`config.mk`:
```
export PLATFORM = sky130hd
export DESIGN_NAME = vga_pic_jump
export DESIGN_NICKNAME = d
export VERILOG_FILES = /design/src/rtl/vga_pkg.sv /design/src/rtl/vga_pic_mover.sv /design/src/rtl/vga_pic_jump.sv
export SDC_FILE = /design/constraint.sdc
export NUM_CORES = 1
export LEC_CHECK = 0
export ABC_CLOCK_PERIOD_IN_PS = 7360
export CORE_UTILIZATION = 57
export CTS_CLUSTER_DIAMETER = 30
export DETAILED_ROUTE_END_ITERATION = 12
export PLACE_DENSITY = 0.82
export SLEW_MARGIN = 15
export SYNTH_ARGS = -nofsm -noshare
export SYNTH_HDL_FRONTEND = slang
export SYNTH_SLANG_ARGS = --single-unit
export TNS_END_PERCENT = 30
```
`constraint.sdc`:
```
create_clock -name sys_clk -period 7.36 [get_ports sys_clk]
set_input_delay 1.84 -clock sys_clk [delete_from_list [all_inputs] [get_ports sys_clk]]
set_output_delay 1.84 -clock sys_clk [all_outputs]
set_load 0.01 [all_outputs]
```
`src/rtl/vga_pkg.sv`:
```
// Shared VGA constants: active-area geometry, RGB565 colours and the
// direction encoding used by the bouncing-picture mover.
package vga_pkg;

  localparam int H_VALID = 640;
  localparam int V_VALID = 480;

  localparam logic [15:0] WHITE   = 16'hFFFF;
  localparam logic [15:0] BLACK   = 16'h0000;
  localparam logic [15:0] RED     = 16'hF800;
  localparam logic [15:0] GREEN   = 16'h07E0;
  localparam logic [15:0] BLUE    = 16'h001F;
  localparam logic [15:0] YELLOW  = 16'hFFE0;
  localparam logic [15:0] CYAN    = 16'h07FF;
  localparam logic [15:0] MAGENTA = 16'hF81F;

  // DIR_POS = RIGHT on x / DOWN on y; DIR_NEG = LEFT on x / UP on y.
  typedef enum logic {
    DIR_POS = 1'b0,
    DIR_NEG = 1'b1
  } dir_t;

endpackage

```
`src/rtl/vga_pic_mover.sv`:
```
// Frame-tick detection and the per-axis bounce FSM for the picture origin.
//
// state   | meaning
// DIR_POS | axis moving towards larger coordinate (RIGHT / DOWN)
// DIR_NEG | axis moving towards smaller coordinate (LEFT / UP)
module vga_pic_mover
  import vga_pkg::*;
#(
  parameter int H_VAL = H_VALID,
  parameter int V_VAL = V_VALID,
  parameter int PIC_W = 100,
  parameter int PIC_H = 100,
  parameter int STEP  = 2
) (
  input  logic       sys_clk,
  input  logic       sys_rst,
  input  logic       move_en,
  input  logic [9:0] pix_x,
  input  logic [9:0] pix_y,
  output logic [9:0] x0,
  output logic [9:0] y0,
  output dir_t       x_dir,
  output dir_t       y_dir
);

  localparam logic [10:0] X_MAX  = 11'(H_VAL - PIC_W);
  localparam logic [10:0] Y_MAX  = 11'(V_VAL - PIC_H);
  localparam logic [10:0] STEP11 = 11'(STEP);
  localparam logic [9:0]  STEP10 = 10'(STEP);

  logic frame_tick;

  // Tick one cycle after the last active pixel; step/bounce both axes on it.
  always_ff @(posedge sys_clk) begin
    if (sys_rst) begin
      frame_tick <= 1'b0;
      x0         <= '0;
      y0         <= '0;
      x_dir      <= DIR_POS;
      y_dir      <= DIR_POS;
    end else begin
      frame_tick <= (pix_x == 10'(H_VAL - 1)) && (pix_y == 10'(V_VAL - 1));
      if (frame_tick && move_en) begin
        unique case (x_dir)
          DIR_POS:
            if ({1'b0, x0} + STEP11 >= X_MAX) begin
              x0    <= X_MAX[9:0];
              x_dir <= DIR_NEG;
            end else begin
              x0 <= x0 + STEP10;
            end
          DIR_NEG:
            if ({1'b0, x0} <= STEP11) begin
              x0    <= '0;
              x_dir <= DIR_POS;
            end else begin
              x0 <= x0 - STEP10;
            end
        endcase
        unique case (y_dir)
          DIR_POS:
            if ({1'b0, y0} + STEP11 >= Y_MAX) begin
              y0    <= Y_MAX[9:0];
              y_dir <= DIR_NEG;
            end else begin
              y0 <= y0 + STEP10;
            end
          DIR_NEG:
            if ({1'b0, y0} <= STEP11) begin
              y0    <= '0;
              y_dir <= DIR_POS;
            end else begin
              y0 <= y0 - STEP10;
            end
        endcase
      end
    end
  end

endmodule

```
`src/rtl/vga_pic_jump.sv`:
```
// Pixel source for vga_ctrl: a ROM picture bouncing around the active area
// over a flat background, with a fixed 3-cycle pix_x/pix_y -> pix_data latency.
module vga_pic_jump
  import vga_pkg::*;
#(
  parameter int          H_VAL    = H_VALID,
  parameter int          V_VAL    = V_VALID,
  parameter int          PIC_W    = 100,
  parameter int          PIC_H    = 100,
  parameter int          STEP     = 2,
  parameter int          ADDR_W   = 14,
  parameter logic [15:0] BG_COLOR = WHITE
) (
  input  logic              sys_clk,
  input  logic              sys_rst,
  input  logic              move_en,
  input  logic [9:0]        pix_x,
  input  logic [9:0]        pix_y,
  output logic [ADDR_W-1:0] rom_addr,
  input  logic [15:0]       rom_data,
  output logic [15:0]       pix_data
);

  logic [9:0]        x0, y0;
  dir_t              x_dir, y_dir;
  logic              in_pic;
  logic [9:0]        dx, dy;
  logic [ADDR_W-1:0] addr_nxt;
  // v* mark real pixels in flight so output stays black until the pipe refills.
  logic              v1, v2, d1, d2;

  vga_pic_mover #(
    .H_VAL (H_VAL),
    .V_VAL (V_VAL),
    .PIC_W (PIC_W),
    .PIC_H (PIC_H),
    .STEP  (STEP)
  ) u_mover (
    .sys_clk (sys_clk),
    .sys_rst (sys_rst),
    .move_en (move_en),
    .pix_x   (pix_x),
    .pix_y   (pix_y),
    .x0      (x0),
    .y0      (y0),
    .x_dir   (x_dir),
    .y_dir   (y_dir)
  );

  // Window test at 11 bits so the 10'h3FF "outside" marker never matches.
  always_comb begin
    in_pic = ({1'b0, pix_x} >= {1'b0, x0}) &&
             ({1'b0, pix_x} <  {1'b0, x0} + 11'(PIC_W)) &&
             ({1'b0, pix_y} >= {1'b0, y0}) &&
             ({1'b0, pix_y} <  {1'b0, y0} + 11'(PIC_H));
    dx       = pix_x - x0;
    dy       = pix_y - y0;
    addr_nxt = ADDR_W'(dy) * ADDR_W'(PIC_W) + ADDR_W'(dx);
  end

  // Address stage, ROM wait stage, then colour select.
  always_ff @(posedge sys_clk) begin
    if (sys_rst) begin
      rom_addr <= '0;
      v1       <= 1'b0;
      d1       <= 1'b0;
      v2       <= 1'b0;
      d2       <= 1'b0;
      pix_data <= 16'h0000;
    end else begin
      rom_addr <= in_pic ? addr_nxt : '0;
      v1       <= 1'b1;
      d1       <= in_pic;
      v2       <= v1;
      d2       <= d1;
      pix_data <= v2 ? (d2 ? rom_data : BG_COLOR) : 16'h0000;
    end
  end

endmodule
```
Word-level counts from Yosys, hierarchy flattened
Index checks and enable logic that the tools add are counted.
Storage, ports and cells
  memories kept: 0
  input bits: 39
  latch bits: 0
  register bits after elaboration: 57
  RAM bits: 0
  ROM bits: 0
  output and inout bits: 30
Cells by class
  shift-type cells: 0
  div/mod/pow operators: 0
  bitwise operators: 4
  $mul: 1
  reduce and logical (&&, ||, !) cells: 7
  add/sub/neg operators: 11
  eq/ne operators: 2
  mux-type cells: 14
  $lt $le $gt $ge: 8
Operators with widths (number)
  $mux W10: 4
  $pmux W10 S2: 2
  $add A10 B2 Y11 const B: 2
  $add A10 B7 Y11 const B: 2
  $lt A10 B11 Y1: 2
  $add A10 B2 Y10 const B: 2
  $ge A10 B10 Y1: 2
  $le A10 B2 Y1 const B: 2
  $sub A10 B10 Y10: 2
  $sub A10 B2 Y10 const B: 2
  $mux W16: 1
  $add A14 B10 Y14: 1
  $mul A10 B5 Y12 const B: 1
  $ge A11 B10 Y1 const B: 1
  $ge A11 B9 Y1 const B: 1
  $eq A10 B10 Y1 const B: 1
  $eq A10 B9 Y1 const B: 1
  $logic_and A1 B1 Y1: 5
  $mux W1: 5
  $not A1 Y1: 4
  $pmux W1 S2: 2
  $reduce_or A2 Y1: 2

Logic depth before layout (Yosys ltp)
Gate-level depths: netlist of the first run.
  depth in word-level cells: 7
  mapped depth: 21
  gate-level depth less buffers: 20

Hierarchy
From an unflattened synthesis of the first run, not the netlist that was laid out.
Second synthesis, totals
  cell total of the unflattened synthesis: 668
  area total of the unflattened synthesis: 5332.6 µm²
By module, submodules not included
  vga_pic_jump: instances 1, cells an instance 414, area each 3442.1 µm²
  vga_pic_mover: instances 1, cells an instance 254, area each 1890.6 µm²

Worst setup path before layout of the first run
Ideal clock, no wire load.
  path kind: input-to-reg
  from: input port pix_y[1]
  to: register rom_addr[13]
  arrival: 5.793 ns
  slack: 1.503 ns
  setup time: 0.064 ns
  buffers on the path: 0
  stages on the path: 16
  path through: ha_1 > o21a_1 > nor2_1 > xnor2_1 > ha_1 > ha_1 > fa_1 > ha_1 > xor2_1 > ha_1 > or4_1 > o221a_2 > o21a_1 > nand3_1 > xor3_1 > nor2_1
On the way
  longest elaborated chain between the ends: 5
  elaborated cells between the ends (all ways): 9
  classes of those cells: add/sub (2); mul (1); order compare (2); bitwise (1); reduce/logical (3)
Ends and longest elaborated chain
  start, declared: line vga_pic_jump.sv:18  | input logic [9:0] pix_y,
  branches (longest 5 deep; another with $add A14 B10 Y14)
  end signal, assigned: line vga_pic_jump.sv:71  | rom_addr <= in_pic ? addr_nxt : '0;
  end, declared: line vga_pic_jump.sv:19  | output logic [ADDR_W-1:0] rom_addr,
Parallel ways; which one is timed is not known.
A chain may end at the register's enable or synchronous reset.

Worst setup path in the final report of the first run
Same ends and word-level chain as after synthesis.

==> reports/qor.csv, run 1 <==
stage,metric,value,unit
synthesis,synth.avg_cell_area,8.14,um^2
sta,grt_setup_unrepaired,false,
clocking,cts_sinks,55,
global_route,grt_pass1_vias,4619,
placed_design,gp_congestion,0.930,
die,die_h,97.0,um
die,io_pins,69,
worst_hold_path,hold_class,flop to flop,
global_route,grt_usage,26.6,%
setup_path,r2r-start,u_mover.y0[1],
clocking,hold_buffers,0,
route,viasPerCell,5.90,
die,die_width,97.0,um
pwr,leakagePower,2.48,nW
sta,period_minus_slack,6460,ps
sta,slew_violations,0,
placed_design,io_buffer_count,68,
placed_design,hpwl,9950,um
setup_path,crit_start,pix_y[1],
clocking,clkLatencyLatePin,330,ps
synthesis,synth_cell_types,73,
route,initialDrtViolationCount,168,
synthesis,synth_warnings,0,
final_layout,drive_gt1_share,4.22,%
synthesis,ys_seq_area_share,21.4,%
clocking,root_buffer,clkbuf_8,
global_route,gr-total-overflow,0,
die,rows,34,
setup_path,cp.required,7610,ps
sta,worst_pin_slew,682,ps
setup_path,cp-start-kind,primary input,
setup_path,worstPathArrival,6700,ps
final_layout,area_delta_synth_final,15.3,%
clocking,cts_tree,yes,
pwr,peakVddDrop,0.0974,mV
setup_path,worst-path-max-fanout,5,
route,wire_per_inst,15.5,um
final_layout,n_antenna_cell,0,
synthesis,synth_cells,632,
global_route,grt_pass1_wl,21100,um
final_layout,final_nets,811,
clocking,postCtsSetupRepairBufs,0,
clocking,clockBufferDepth,2,
pwr,power.density,181,nW/um^2
sta,setup_viol,0,
clocking,cts_buffers,5,
route,detail-route-antenna-nets,0,
global_route,grt_max_degree,24,
sta,worst_hold_slack,448,ps
sta,fin_setup_tns,0,ps
die,die_area,9410,um^2
clocking,cts.repair.resized,0,
sta,fin_skew,24.5,ps
route,vias,4692,
clocking,htree_levels,2,
route,totalWireLength,12300,um
die,fp.coreArea,8720,um^2
synthesis,netlist_area,5150,um^2
route,dr.pass1.iters,5,
setup_path,endpoint_kind,flop,
clocking,clkTransAtPathRegs,100,ps
sta,hold_viol,0,
run,cap_violations,0,
sta,relSlewSlack,54.4,%
status,status,"finished, final reports clean",
synthesis,synth-main-ff-cell,dfxtp_1,
global_route,antenna_found_initial,0,
die,start_util,59.0,%
setup_path,critPathKind,primary input to flop,
synthesis,async_reset_ff_share,0,%
synthesis,synth-seq-cells,55,
route,drc_errors,0,
sta,finalCritPeriodShare,87.7,%
sta,max_freq,155,MHz
synthesis,synth_edf_count,0,
worst_hold_path,hold_start,v1,
-- flip-flops by register name (all words and copies together), names as in the netlist --
name and count:
u_mover.x_dir 1, v1 1, pix_data 16, v2 1, d1 1, u_mover.frame_tick 1, rom_addr 14, d2 1
u_mover.y0 9, u_mover.x0 9, u_mover.y_dir 1
-- synth_stat cells, types with 6 or more instances --
| master | n | area (um^2) |
|---|---|---|
| nor2_1 | 45 | 169 |
| a21oi_1 | 58 | 290 |
| clkbuf_1 | 9 | 33.8 |
| nand2b_1 | 8 | 50.1 |
| fa_1 | 8 | 160 |
| ha_1 | 78 | 976 |
| a211oi_1 | 6 | 45.0 |
| nand2_1 | 38 | 143 |
| inv_1 | 69 | 259 |
| a221oi_1 | 11 | 96.3 |
| o21a_1 | 8 | 60.1 |
| nor3_1 | 19 | 95.1 |
| a21o_1 | 7 | 52.6 |
| dfxtp_1 | 55 | 1100 |
| o21ai_0 | 30 | 150 |
| xnor2_1 | 35 | 307 |
| xor2_1 | 11 | 96.3 |
| nand4_1 | 7 | 43.8 |
| nor2b_1 | 10 | 62.6 |
| nand3_1 | 15 | 75.1 |
-- critical path: stages --
cell	delay, ps
clkdlybuf4s50_1	540
inv_1	80
fa_1	450
nand2b_1	190
a21oi_4	230
a21o_1	150
a21oi_1	70
xnor2_1	360
ha_1	320
ha_1	290
inv_1	60
fa_1	520
inv_1	40
ha_1	340
nor3_1	80
o21a_1	100
a211oi_1	400
nand3_1	180
xor3_1	370
nor2_1	90
-- layout by cell type, fill, tap and decap left out, types with 5 or more instances in the layout --
master	Yosys	routed
a21o_1	7	7
o21ai_1	5	5
xnor2_1	35	35
xor2_1	11	11
nand2b_1	8	8
clkdlybuf4s50_1	0	68
fa_1	8	8
clkbuf_8	1	5
a21oi_1	58	58
a22oi_1	5	5
and3_1	5	5
nor3_1	19	19
ha_1	78	78
nor2b_1	10	10
nand2_1	38	38
a31oi_1	5	5
o21ai_0	30	30
dfxtp_1	55	55
nand4_1	7	7
a211oi_1	6	6
nand3_1	15	15
nor2_1	45	45
o21a_1	8	8
a221oi_1	11	11
inv_1	69	69
-- worst paths after layout --
path / endpoint / slack (ps) / cells past startpoint
worst max-delay path: rom_addr[13] / 900 / 20
worst min-delay path: v2 / 450 / 1
worst max register to register: rom_addr[13] / 2340 / 17
worst min register to register: v2 / 450 / 1
-- final cells by class --
type	count	area, um^2
Multi-Input combinational cell	485	3650
Fill cell	720	2790
Sequential cell	55	1100
Timing Repair Buffer	69	688
Inverter	70	263
Tap cell	108	135
Clock buffer	5	68.8
Clock inverter	3	27.5
-- per-stage QoR --
step	cell area, um^2	std cells	power [mW]	worst slack [ps]	utilization, %
6_report	5930	795	1.08	904	68.0
5_1_grt	5930	795	1.17	580	68.0
4_1_cts	5930	795	1.08	907	68.0
3_5_place_dp	5840	787	0.895	586	66.9
3_3_place_gp	5840	787	0.871	761	66.9
2_1_floorplan	5150	633	0.767	1500	-
-- logic make-up after synthesis --
kind of cell / share of synthesized area, %
buf+inv: 7.78
fa+ha+maj: 22.1
xor+xnor: 9.04
compound gates: 22.8
flops: 21.4
simple gates: 16.2
mux: 0.632
other cells: 0.0729
-- metal layers --
metal | part of all wire (%) | routed length (um) | vias up | GRT usage, %
li1 | - | - | 2334 | -
met3 | 5.2 | 644 | 18 | 3.76
met5 | 0 | 0 | - | 0
met2 | 50 | 6110 | 145 | 47.9
met1 | 43 | 5340 | 2195 | 33.0
met4 | 1.9 | 228 | 0 | 7.23
-- report_power, final --
group / internal [mW] / total [mW] / switching, mW
clock network: 0.0703 / 0.184 / 0.114
registers: 0.308 / 0.311 / 0.00305
logic: 0.285 / 0.580 / 0.295
total: 0.663 / 1.08 / 0.412
Power figures use the tool's default switching activity.
==> inputs of run 2 (changes only) <==
--- a/config.mk
+++ b/config.mk
@@ -5,11 +5,11 @@
 export SDC_FILE = /design/constraint.sdc
 export NUM_CORES = 1
 export LEC_CHECK = 0
-export ABC_CLOCK_PERIOD_IN_PS = 7360
-export CORE_UTILIZATION = 57
+export ABC_CLOCK_PERIOD_IN_PS = 8090
+export CORE_UTILIZATION = 60
 export CTS_CLUSTER_DIAMETER = 30
 export DETAILED_ROUTE_END_ITERATION = 12
-export PLACE_DENSITY = 0.82
+export PLACE_DENSITY = 0.86
 export SLEW_MARGIN = 15
 export SYNTH_ARGS = -nofsm -noshare
 export SYNTH_HDL_FRONTEND = slang
==> constraint.sdc (replaced) <==
create_clock -name sys_clk -period 8.09 [get_ports sys_clk]
set_input_delay 2.0225 -clock sys_clk [delete_from_list [all_inputs] [get_ports sys_clk]]
set_output_delay 2.0225 -clock sys_clk [all_outputs]
set_load 0.01 [all_outputs]
==> run 2 against run 1 <==
Compared with the run above: via count rose by 0.19%; die area down 4.9%; critical path depth stayed put; register-to-register slack better by 740 ps; sequential share of layout area hardly changed; power shrank 9.6%; global-route usage is 1.2 points higher; sequential power fell by 9.0%; final cell count is 0.50% lower; combinational power is 9.7% lower; cell area decreased by 0.23%; largest power group unchanged; highest routed layer unchanged.
==> reports/qor.csv, run 2 (synthesis gave the netlist of run 1 again) <==
stage,metric,value,unit,change
worst_hold_path,worstHoldPathCells,1,,unchanged
global_route,gr-total-overflow,0,,unchanged
final_layout,final_cell_mix,"ha_1, inv_1, clkdlybuf4s50_1",,
die,die_h,94.6,um,-2.5%
sta,timing.final.ws_setup,1510,ps,+602 ps
clocking,postCtsSetupRepairBufs,0,,unchanged
placed_design,hpwl,10100,um,+1.1%
clocking,htree_levels,2,,unchanged
clocking,clockBufferDepth,2,,unchanged
setup_path,cp-start-kind,primary input,,
sta,max_freq,152,MHz,
route,vias,4701,,+0.19%
die,fp.coreArea,8260,um^2,-5.3%
setup_path,worstPathArrival,6830,ps,+130 ps
sta,relSlewSlack,33.0,%,-21 points
setup_path,cp.required,8340,ps,+730 ps
status,status,"finished, final reports clean",,
die,die_width,94.6,um,-2.5%
global_route,grt_usage,27.8,%,+1.2 points
setup_path,cp.buffers_inverters,4,,unchanged
global_route,grt_max_degree,24,,unchanged
setup_path,cp_slowest_cell,clkdlybuf4s50_1,,
sta,hold_viol,0,,unchanged
final_layout,area_delta_synth_final,15.0,%,
route,dr.pass1.iters,5,,unchanged
run,cap_violations,0,,unchanged
setup_path,r2r_slack,3080,ps,+740 ps
sta,fin_setup_tns,0,ps,unchanged
clocking,clkLatencyLatePin,330,ps,about the same
route,wire_per_inst,15.7,um,+1.3%
die,die_area,8950,um^2,-4.9%
die,start_util,62.3,%,+3.3 points
clocking,hold_buffers,0,,unchanged
worst_hold_path,hold_class,flop to flop,,
setup_path,path_cells,clkdlybuf4s50_1 > inv_1 > fa_1 > nand2b_1 > a21oi_4 > a21o_1 > a21oi_1 > xnor2_1 > ha_1 > ha_1 > inv_1 > fa_1 > inv_1 > ha_1 > nor3_1 > o21a_1 > a211oi_1 > nand3_1 > xor3_1 > nor2_1,,
route,viasPerCell,5.94,,+0.70%
final_layout,final_nets,810,,-0.12%
pwr,power.density,164,nW/um^2,-9.4%
route,detail-route-antenna-nets,0,,unchanged
pwr,fin_total_pwr,0.972,mW,-9.6%
final_layout,utilization,71.7,%,+3.6 points
placed_design,pre_cts_ws,1150,ps,+563 ps
setup_path,critPathKind,primary input to flop,,
pwr,peakVddDrop,0.0950,mV,-2.5%
setup_path,cp_num_cells,20,,unchanged
global_route,grt_pass1_wl,19800,um,-6.3%
route,drc_errors,0,,unchanged
sta,worst_pin_slew,1000,ps,+320 ps
clocking,root_buffer,clkbuf_8,,
final_layout,ff_latch_area,1100,um^2,unchanged
clocking,cts_sinks,55,,unchanged
sta,finalCritPeriodShare,81.4,%,
clocking,cts_tree,yes,,
pwr,leakagePower,2.47,nW,-0.24%
final_layout,reg_top3,"pix_data (16), rom_addr (14)",,
sta,fin_skew,25.8,ps,+1.37 ps
setup_path,worst-path-max-fanout,5,,unchanged
global_route,grt_pass1_vias,4382,,-5.1%
placed_design,gp_congestion,0.916,,-1.5%
final_layout,n_antenna_cell,0,,unchanged
setup_path,cpPeakStageDelay,520,ps,-20 ps
placed_design,dp.cells,783,,-0.51%
clocking,cts_buffers,5,,unchanged
final_layout,fill_cells,687,,-4.6%
global_route,antenna_found_initial,0,,unchanged
clocking,clkTransAtPathRegs,100,ps,about the same
clocking,cts.repair.resized,0,,unchanged
sta,grt_setup_unrepaired,false,,
final_layout,largest_reg_flops,16,,unchanged
placed_design,io_buffer_count,68,,unchanged
die,io_pins,69,,unchanged
sta,slew_violations,0,,unchanged
final_layout,instances_no_fill,791,,-0.50%
route,totalWireLength,12400,um,+0.84%
sta,period_minus_slack,6580,ps,
final_layout,drive_gt1_share,4.08,%,-0.14 points
sta,setup_viol,0,,unchanged
setup_path,r2r_cells,17,,unchanged
die,rows,33,,-2.9%
setup_path,endpoint_kind,flop,,
final_layout,final_common_cell,ha_1,,
route,initialDrtViolationCount,241,,+43%
setup_path,critPathTopFamily,adder cells,,
final_layout,multiInputGateArea,3650,um^2,unchanged
final_layout,largest_register,pix_data,,
## run 2: path summary, 6_finish.rpt
check / startpoint / to
max: pix_y[1] / rom_addr[13]
max reg2reg: u_mover.y0[1] / rom_addr[13]
min: v1 / v2
min reg2reg: v1 / v2
## run 2: layout make-up
cell class                 instances  area share [%]
inverter                          70            4.44
tap                              105            2.22
multi-input combinational        485            61.7
clock inverter                     3           0.423
sequential                        55            18.6
timing repair buffer              68            11.5
clock buffer                       5            1.16
## run 2: per-stage QoR
step                      hold WS, ps  instance area [um^2]
after floorplan                   414                  5150
after global placement            418                  5830
after detailed placement          428                  5830
after CTS                         454                  5920
after global routing              461                  5920
final                             450                  5920
## run 2: worst register-to-register path: stages (launching register included)
cell and delay (ps):
dfxtp_1 540, inv_1 170, ha_1 340, o21a_1 200, nor2_1 150, xnor2_1 220
ha_1 310, ha_1 310, fa_1 460, ha_1 370, xor2_1 190, ha_1 230
or4_1 540, o221a_2 250, o21a_1 190, nand3_1 90, xor3_1 310, nor2_1 90
## run 2: power breakdown
group / leakage, nW / internal (mW) / switching, mW
Combinational: 1.98 / 0.258 / 0.266
Sequential: 0.447 / 0.281 / 0.00281
Clock: 0.0452 / 0.0634 / 0.101
Total: 2.47 / 0.602 / 0.370
## run 2: metal layers
layer | global-route usage, % | vias to the layer above | wire length [um]
li1 | - | 2336 | -
met1 | 34.3 | 2167 | 5490
met2 | 48.1 | 164 | 5960
met3 | 4.11 | 34 | 589
met4 | 11.4 | 0 | 384
met5 | 0 | - | 0
==> inputs of run 3 (changes only) <==
--- a/config.mk
+++ b/config.mk
@@ -5,11 +5,11 @@
 export SDC_FILE = /design/constraint.sdc
 export NUM_CORES = 1
 export LEC_CHECK = 0
-export ABC_CLOCK_PERIOD_IN_PS = 8090
-export CORE_UTILIZATION = 60
+export ABC_CLOCK_PERIOD_IN_PS = 5300
+export CORE_UTILIZATION = 51
 export CTS_CLUSTER_DIAMETER = 30
 export DETAILED_ROUTE_END_ITERATION = 12
-export PLACE_DENSITY = 0.86
+export PLACE_DENSITY = 0.78
 export SLEW_MARGIN = 15
 export SYNTH_ARGS = -nofsm -noshare
 export SYNTH_HDL_FRONTEND = slang
==> constraint.sdc (replaced) <==
create_clock -name sys_clk -period 5.3 [get_ports sys_clk]
set_input_delay 1.325 -clock sys_clk [delete_from_list [all_inputs] [get_ports sys_clk]]
set_output_delay 1.325 -clock sys_clk [all_outputs]
set_load 0.01 [all_outputs]
==> run 3 against run 2 <==
Compared with the run above: global-route usage down 1.6 points; wire length up 6.4%; via count up 3.6%; clock skew down 12 ps.
==> reports/qor.csv, run 3 (synthesis gave the netlist of run 1 again) <==
stage,metric,value,unit,change
die,die_h,102,um,+8.3%
route,drc_errors,0,,unchanged
final_layout,final_common_cell,ha_1,,
run,cap_violations,0,,unchanged
pwr,peakVddDrop,0.265,mV,+180%
pwr,leakagePower,2.72,nW,+9.8%
die,rows,36,,+9.1%
final_layout,finalInstanceArea,6370,um^2,+7.7%
status,status,"finished, final reports clean",,
pwr,power.density,268,nW/um^2,+63%
setup_path,worstPathArrival,5340,ps,-1490 ps
placed_design,placed_area,6190,um^2,+6.3%
route,detail-route-antenna-nets,0,,unchanged
route,wire_per_inst,15.3,um,-2.4%
clocking,clkLatencyLatePin,320,ps,about the same
sta,grt_setup_unrepaired,false,,
final_layout,drive_gt1_share,11.7,%,+7.6 points
sta,finalCritPeriodShare,97.3,%,
final_layout,largest_register,pix_data,,
worst_hold_path,hold_class,flop to flop,,
global_route,grt_usage,26.2,%,-1.6 points
final_layout,final_nets,853,,+5.3%
route,viasPerCell,5.65,,-5.0%
final_layout,area_delta_synth_final,23.8,%,
sta,hold_viol,0,,unchanged
global_route,grt_pass1_wl,21800,um,+9.9%
placed_design,hpwl,10600,um,+5.6%
clocking,htree_levels,2,,unchanged
global_route,gr-total-overflow,0,,unchanged
sta,timing.final.ws_setup,145,ps,-1360 ps
clocking,cts_sinks,55,,unchanged
clocking,clockBufferDepth,2,,unchanged
sta,relSlewSlack,56.0,%,+23 points
die,start_util,52.7,%,-9.7 points
clocking,clkTransAtPathRegs,110,ps,about the same
final_layout,n_antenna_cell,0,,unchanged
final_layout,final_cell_mix,"ha_1, inv_1, clkdlybuf4s50_1",,
final_layout,reg_top3,"pix_data (16), rom_addr (14)",,
die,fp.coreArea,9770,um^2,+18%
global_route,antenna_found_initial,0,,unchanged
clocking,cts_tree,yes,,
route,dr.pass1.iters,5,,unchanged
final_layout,largest_reg_flops,16,,unchanged
setup_path,worst-path-max-fanout,4,,-1
setup_path,r2r_slack,630,ps,-2450 ps
setup_path,cp.required,5490,ps,-2850 ps
placed_design,pre_cts_ws,-665,ps,-1810 ps
sta,fin_skew,14.0,ps,-11.8 ps
die,die_area,10500,um^2,+17%
setup_path,cp-start-kind,primary input,,
route,totalWireLength,13200,um,+6.4%
clocking,cts_buffers,5,,unchanged
sta,period_minus_slack,5160,ps,
die,io_pins,69,,unchanged
sta,fin_setup_tns,0,ps,unchanged
global_route,grt_max_degree,24,,unchanged
clocking,root_buffer,clkbuf_8,,
placed_design,io_buffer_count,68,,unchanged
die,die_width,102,um,+8.3%
final_layout,utilization,65.2,%,-6.5 points
global_route,grt_pass1_vias,4791,,+9.3%
sta,slew_violations,0,,unchanged
placed_design,gp_congestion,0.897,,-2.1%
sta,worst_pin_slew,658,ps,-343 ps
setup_path,endpoint_kind,flop,,
setup_path,critPathKind,primary input to flop,,
route,vias,4868,,+3.6%
sta,max_freq,194,MHz,
route,initialDrtViolationCount,188,,-22%
pwr,fin_total_pwr,1.71,mW,+76%
sta,setup_viol,0,,unchanged
run 3: changes by cell type in the layout (fill, tap and decap cells not counted), sizes merged:
| cell | previous run | this run |
|---|---|---|
| dlymetal6s2s | 0 | 1 |
| inv | 72 | 70 |
| clkinv | 0 | 1 |
| clkbuf | 5 | 8 |
| clkdlybuf4s50 | 68 | 65 |
| clkinvlp | 1 | 0 |
| dlygate4sd2 | 0 | 1 |
| buf | 0 | 43 |
run 3: power by group:
group	switching [mW]	internal (mW)
combinational	0.468	0.556
sequential	0.00399	0.428
clock	0.145	0.108
total	0.617	1.09
run 3: layout make-up:
type | count | area, um^2
tap | 133 | 166
timing repair buffer | 111 | 1000
fill | 831 | 3400
clock inverter | 1 | 8.76
sequential | 55 | 1100
multi-input combinational | 485 | 3750
inverter | 70 | 263
clock buffer | 7 | 86.3
run 3: worst max-delay path, stage by stage:
cell	delay [ps]
clkdlybuf4s50_1	420
ha_1	360
a21oi_1	180
o21ai_2	110
buf_4	150
a22oi_1	240
or2b_1	280
a21oi_1	200
xor2_1	280
fa_1	460
inv_1	70
ha_1	250
o21a_1	150
a21o_1	180
a21oi_1	160
xnor3_1	270
xor3_1	220
nor2_1	40
run 3: routing by layer:
metal / GRT usage (%) / vias up / part of all wire [%]
li1: - / 2411 / -
met3: 4.04 / 29 / 7.0
met4: 9.78 / 0 / 2.6
met1: 30.7 / 2239 / 42
met2: 47.6 / 189 / 49
met5: 0 / - / 0
run 3: per-stage QoR:
step                cells  hold slack [ps]
floorplan             633              414
global placement      853              424
detailed placement    853              431
CTS                   862              460
global route          862              466
finish                862              454
run 3: worst paths after layout:
path,startpoint,endpoint,depth (start not counted)
worst max-delay path,pix_y[4],rom_addr[13],18
worst min-delay path,d1,d2,1
worst max register to register,u_mover.y0[1],rom_addr[13],20
worst min register to register,d1,d2,1
run 3: timing repair:
action                                  CTS  global route
pin swaps                                 4             2
buffers inserted                          1             0
endpoints found under the setup margin    4             4
cloned                                    0             0
gates resized for setup                  12             7
hold buffers                              0             0
